File: config.mk
export PLATFORM = sky130hd
export DESIGN_NAME = envelope_sequencer
export DESIGN_NICKNAME = d
export VERILOG_FILES = /design/src/rtl/envelope_sequencer.sv
export SDC_FILE = /design/constraint.sdc
export NUM_CORES = 1
export LEC_CHECK = 0
export ABC_CLOCK_PERIOD_IN_PS = 2600
export CORE_MARGIN = 2
export CORE_UTILIZATION = 50
export DETAILED_ROUTE_END_ITERATION = 8
export PLACE_DENSITY = 0.84
export SYNTH_ARGS = -nofsm -noshare
export SYNTH_HDL_FRONTEND = slang
export SYNTH_SLANG_ARGS = --single-unit
export TNS_END_PERCENT = 10
File: constraint.sdc
create_clock -name clk -period 2.6 [get_ports clk]
set_input_delay 0.52 -clock clk [delete_from_list [all_inputs] [get_ports clk]]
set_output_delay 0.52 -clock clk [all_outputs]
set_load 0.02 [all_outputs]
File: src/rtl/envelope_sequencer.sv
// Per-voice attack/decay/sustain/release envelope. One step per sample tick;
// the sustain length comes from an external fixed-latency note-to-count lookup.
module envelope_sequencer #(
  parameter int unsigned ATTACK_STEP    = 32,
  parameter int unsigned DECAY_STEP     = 8,
  parameter int unsigned SUSTAIN_LEVEL  = 128,
  parameter int unsigned RELEASE_STEP   = 4,
  parameter int unsigned LOOKUP_LATENCY = 2
) (
  input  logic        clk,
  input  logic        reset,
  input  logic        note_start,
  input  logic [5:0]  note_in,
  input  logic        note_off,
  input  logic        sample_tick,
  output logic [5:0]  lookup_note,
  input  logic [15:0] lookup_count,
  output logic [7:0]  level,
  output logic        active,
  output logic        done
);

  localparam int unsigned LAT_W = $clog2(LOOKUP_LATENCY + 2);

  typedef enum logic [2:0] {
    IDLE,
    LOOKUP,
    ATTACK,
    DECAY,
    SUSTAIN,
    RELEASE
  } state_t;

  state_t           state, state_n;
  logic [7:0]       level_n;
  logic [5:0]       note_n;
  logic [15:0]      sus_cnt, sus_cnt_n;
  logic [LAT_W-1:0] lat_cnt, lat_cnt_n;
  logic             done_n;

  logic       start_note;
  logic       release_req;
  logic [9:0] attack_sum;

  assign start_note  = note_start && (note_in != '0);
  assign release_req = note_off || (note_start && (note_in == '0));
  assign attack_sum  = {2'b00, level} + 10'(ATTACK_STEP);

  always_comb begin
    state_n   = state;
    level_n   = level;
    note_n    = lookup_note;
    sus_cnt_n = sus_cnt;
    lat_cnt_n = lat_cnt;
    done_n    = 1'b0;

    if (start_note) begin
      // Retrigger keeps the current level so the next attack resumes without a click.
      note_n    = note_in;
      lat_cnt_n = LAT_W'(LOOKUP_LATENCY);
      state_n   = LOOKUP;
    end else if (release_req &&
                 (state inside {LOOKUP, ATTACK, DECAY, SUSTAIN})) begin
      state_n = RELEASE;
    end else begin
      case (state)
        IDLE: ;

        LOOKUP: begin
          // The count is sampled one clock after the counter reaches zero,
          // once the lookup pipeline has caught up with lookup_note.
          if (lat_cnt == '0) begin
            sus_cnt_n = lookup_count;
            state_n   = ATTACK;
          end else begin
            lat_cnt_n = lat_cnt - LAT_W'(1);
          end
        end

        ATTACK: begin
          if (sample_tick) begin
            if (attack_sum >= 10'd255) begin
              level_n = '1;
              state_n = DECAY;
            end else begin
              level_n = attack_sum[7:0];
            end
          end
        end

        DECAY: begin
          if (sample_tick) begin
            if ({2'b00, level} <= 10'(SUSTAIN_LEVEL + DECAY_STEP)) begin
              level_n = 8'(SUSTAIN_LEVEL);
              state_n = (sus_cnt == '0) ? RELEASE : SUSTAIN;
            end else begin
              level_n = level - 8'(DECAY_STEP);
            end
          end
        end

        SUSTAIN: begin
          if (sample_tick) begin
            if (sus_cnt <= 16'd1) begin
              state_n = RELEASE;
            end else begin
              sus_cnt_n = sus_cnt - 16'd1;
            end
          end
        end

        RELEASE: begin
          if (sample_tick) begin
            if ({2'b00, level} <= 10'(RELEASE_STEP)) begin
              level_n = '0;
              state_n = IDLE;
              done_n  = 1'b1;
            end else begin
              level_n = level - 8'(RELEASE_STEP);
            end
          end
        end

        default: state_n = IDLE;
      endcase
    end
  end

  always_ff @(posedge clk or posedge reset) begin
    if (reset) begin
      state       <= IDLE;
      level       <= '0;
      lookup_note <= '0;
      sus_cnt     <= '0;
      lat_cnt     <= '0;
      active      <= 1'b0;
      done        <= 1'b0;
    end else begin
      state       <= state_n;
      level       <= level_n;
      lookup_note <= note_n;
      sus_cnt     <= sus_cnt_n;
      lat_cnt     <= lat_cnt_n;
      active      <= (state_n != IDLE);
      done        <= done_n;
    end
  end

endmodule

==> summary.md <==
| Metric | Value |
|---|---|
| Die width | ~75 um |
| Post-synthesis sequential area ratio | a little over a third |
| Slew HR | between 50% and 60% |
| Vias in the first global route | ~2400 |
| Initial antenna violation count | 0 |
| Synth Instances | 321 |
| Num CTS Buffers | 5 |
| Skew final | slightly above 0.008 ns |
| R2R cell count | 6 |
| Drc violations | 0 |
| Post-CTS setup buffers | 0 |
| Async set or reset register ratio after synthesis | 100% |
| Syn avg cell area | about 7.9 um^2 |
| Clk_lat worst skew | approximately 0.30 ns |
| Synth Cell Area | between 2000 and 3000 um^2 |
| Final instance area | 3160 um^2 |
| CP Launch Type | register |
| Post-synth EDFFs | 0 |
| Worst Setup EP | level[5] |
| Worst slew pin tran | 0.680 ns |
| ANT nets after route | 0 |
| I/O pins | 43 |
| Site Rows | 25 |
| Synth area leader | dfrtp_1 |
| Register Area | 901 um^2 |
| Dpl cell area | around 3000 um^2 |
| Predominant post-synthesis flop cell | dfrtp_1 |
| Setup-failing EPs final | 0 |
| Iter 0 DRT Violations | slightly below 300 |
| Reg2reg start | state[0] |
| Multi-input gate area | between 1500 and 2000 um^2 |
| F_max | 431 MHz |
| Data required, critical path | 2.81 ns |
| Gpl congestion | between 0.8 and 0.9 |
| Status | finished clean |
| Initial Util | 52.5% |
| Setup TNS | 0 ns |
| DP HPWL | around 4.7 mm |
| Crit path max-delay cell type | dfrtp_1 |
| Post-synth cell types | between 50 and 60 |
| Die area | between 5000 and 6000 um^2 |
| Crit share post-route | between 80 and 90% |
| First-pass DRT Iterations | 5 |
| Max FO, Critical Path | 15 |
| CTS H-tree depth | 2 |
| Final WL | between 6 and 7 mm |
| CTS tree | yes |
| CP peak stage delay | around 0.64 ns |
| Final nets | around 400 |
| Yosys reg bits | 36 |
| Reg2reg setup slack | roughly 0.28 ns |
| Final Hold Viols | 0 |
| DR vias | between 2000 and 3000 |
| Worst Path Arrival | roughly 2.5 ns |
| Clock Tree Root | clkbuf_8 |
| Clock Path Buffers | 2 |
| Worst-path clk slew | roughly 0.08 ns |
| VDD IR-drop max | between 0.0004 and 0.0005 V |
| Largest net degree at the start of global routing | 37 |
| Avg WL per Cell | 15.2 um |
| Hold/Removal Path Class | register to register |
| Area of the core | between 4000 and 5000 um^2 |
| Synth area leaders | dfrtp_1 (36%), ha_1 (6.9%), o21ai_0 (6.3%) |
| Reg-to-reg endpoint | level[5] |
| Syn. warnings | 0 |
| Synth top area share | 35.6% |
| FILL cells | around 430 |
| Min-delay src | lookup_note[1] |
| PD cells | between 800 and 900 nW/um^2 |
| Final Critical Period | approximately 2.3 ns |
| MaxCap Viol Count | 0 |
| Vias per inst | about 6.0 |
| IO Port Bufs | 42 |
| Crit path from | state[0] |
| Max Transition Viols Final | 0 |
| Share of layout cells above drive strength 1 | between 7 and 8% |
| CP Capture Type | register |
| Die height | roughly 75 um |
| First-pass GRT wire length | 11.1 mm |
| RSZ-0062 raised after global routing | no |
| Syn Nets | 362 |
| Total leakage power | roughly 1.3 nW |
| Worst-path cell chain | and3b_1, nand4_1, a21oi_2, nor2_1, a311o_1, a31oi_1 |
| Gr usage total | roughly a quarter |
| N_diodes | 0 |
| Critical path class | register to register |
| Global route overflow | 0 |
| # clock sinks | 36 |
| Area grow syn2layout | 24.7% |
synth_stat cells (2+ instances only):
cell	instances
nor3b_1	3
ha_1	14
o21a_1	2
a21oi_2	2
nor2_1	26
inv_1	16
buf_4	2
nand2_1	38
nand4_1	2
nand3_1	18
o21ai_1	6
and3_1	2
and2_1	2
clkbuf_1	9
nor2b_1	3
nor3_1	15
a21oi_1	29
o22ai_1	6
o21ai_0	32
a221o_1	2
nand2b_1	5
a211o_1	2
buf_2	2
nor4_1	3
a31oi_1	5
nand3b_1	2
o211ai_1	3
dfrtp_1	36
a211oi_1	2
a21o_1	4
metrics by stage:
step | total power [mW] | hold slack (ns) | util, % | instances | setup slack [ns]
floorplan | 1.85 | 0.458 | - | 321 | 0.352
global placement | 2.26 | 0.464 | 63.5 | 426 | 0.0681
detailed placement | 2.31 | 0.462 | 63.5 | 426 | 0.0610
CTS | 2.76 | 0.481 | 65.5 | 434 | 0.286
global route | 3.00 | 0.508 | 65.5 | 434 | 0.132
finish | 2.79 | 0.479 | 65.5 | 434 | 0.281
cell families after synthesis:
logic type | Yosys count | synth area share (%)
fa+ha+maj | 14 | 6.92
simple gates | 131 | 26.0
flops | 36 | 35.6
mux | 1 | 0.395
buf+inv | 31 | 5.34
compound gates | 107 | 25.5
xor+xnor | 1 | 0.346
per-layer routing:
| layer | vias to the layer above | part of all wire [%] | global-route usage [%] |
|---|---|---|---|
| met4 | 0 | 1.8 | 9.36 |
| li1 | 1247 | - | - |
| met5 | - | 0 | 0 |
| met1 | 1220 | 45 | 35.4 |
| met3 | 16 | 6.9 | 5.76 |
| met2 | 112 | 46 | 39.2 |
critical path, delay by kind of cell (launching register included):
family | cells | cell delay [ns]
compound gates | 3 | 0.85
simple gates | 3 | 0.73
flops | 1 | 0.64
state kept, by name (all words and copies together), names as in the netlist:
signal,flops
done,1
lat_cnt,2
state,3
level,7
active,1
lookup_note,6
sus_cnt,16
cell usage in the layout (no fill, tap or decap), types with 2 or more instances in the layout:
master / synthesis / layout
a211oi_1: 2 / 2
o21ai_0: 32 / 31
a21oi_1: 29 / 29
dfrtp_1: 36 / 36
a221o_1: 2 / 2
o211ai_1: 3 / 3
a21oi_2: 2 / 2
nor3_1: 15 / 15
clkbuf_8: 0 / 6
clkdlybuf4s50_1: 0 / 42
buf_4: 2 / 10
a21o_1: 4 / 4
nand3b_1: 2 / 2
nor4_1: 3 / 3
nand4_1: 2 / 2
nor2_1: 26 / 26
nand2b_1: 5 / 5
nor3b_1: 3 / 2
inv_1: 16 / 16
o21ai_1: 6 / 7
a31oi_1: 5 / 5
nor2b_1: 3 / 3
nand3_1: 18 / 18
ha_1: 14 / 14
a211o_1: 2 / 2
and3_1: 2 / 2
o21a_1: 2 / 2
o22ai_1: 6 / 6
nand2_1: 38 / 38
and2_1: 2 / 2
cell type report:
type / count / area share, %
clock buffers: 6 / 2.62
clock inverters: 2 / 0.436
inverters: 16 / 1.90
multi-input cells: 254 / 47.5
flip-flops and latches: 36 / 28.5
well taps: 67 / 2.66
repair buffers: 53 / 16.3
worst min path at each step:
stage               cells after the start              to  slack [ns]
floorplan                               1      lat_cnt[0]        0.46
detailed placement                      2  lookup_note[1]        0.46
global placement                        2  lookup_note[2]        0.46
finish                                  2  lookup_note[1]        0.48
CTS                                     2  lookup_note[1]        0.48
global route                            2  lookup_note[4]        0.51
where the power goes:
group          switching [mW]  internal [mW]
combinational           0.745          0.559
sequential              0.286          0.755
clock                   0.223          0.217
repair_timing:
| item | 4_1_cts | 5_1_grt |
|---|---|---|
| hold endpoints to repair | 0 | 0 |
| hold buffers | 0 | 0 |
| endpoints found under the setup margin | 0 | 1 |
| resized for setup | 0 | 1 |
No activity file was read; power rests on OpenSTA's default activity.
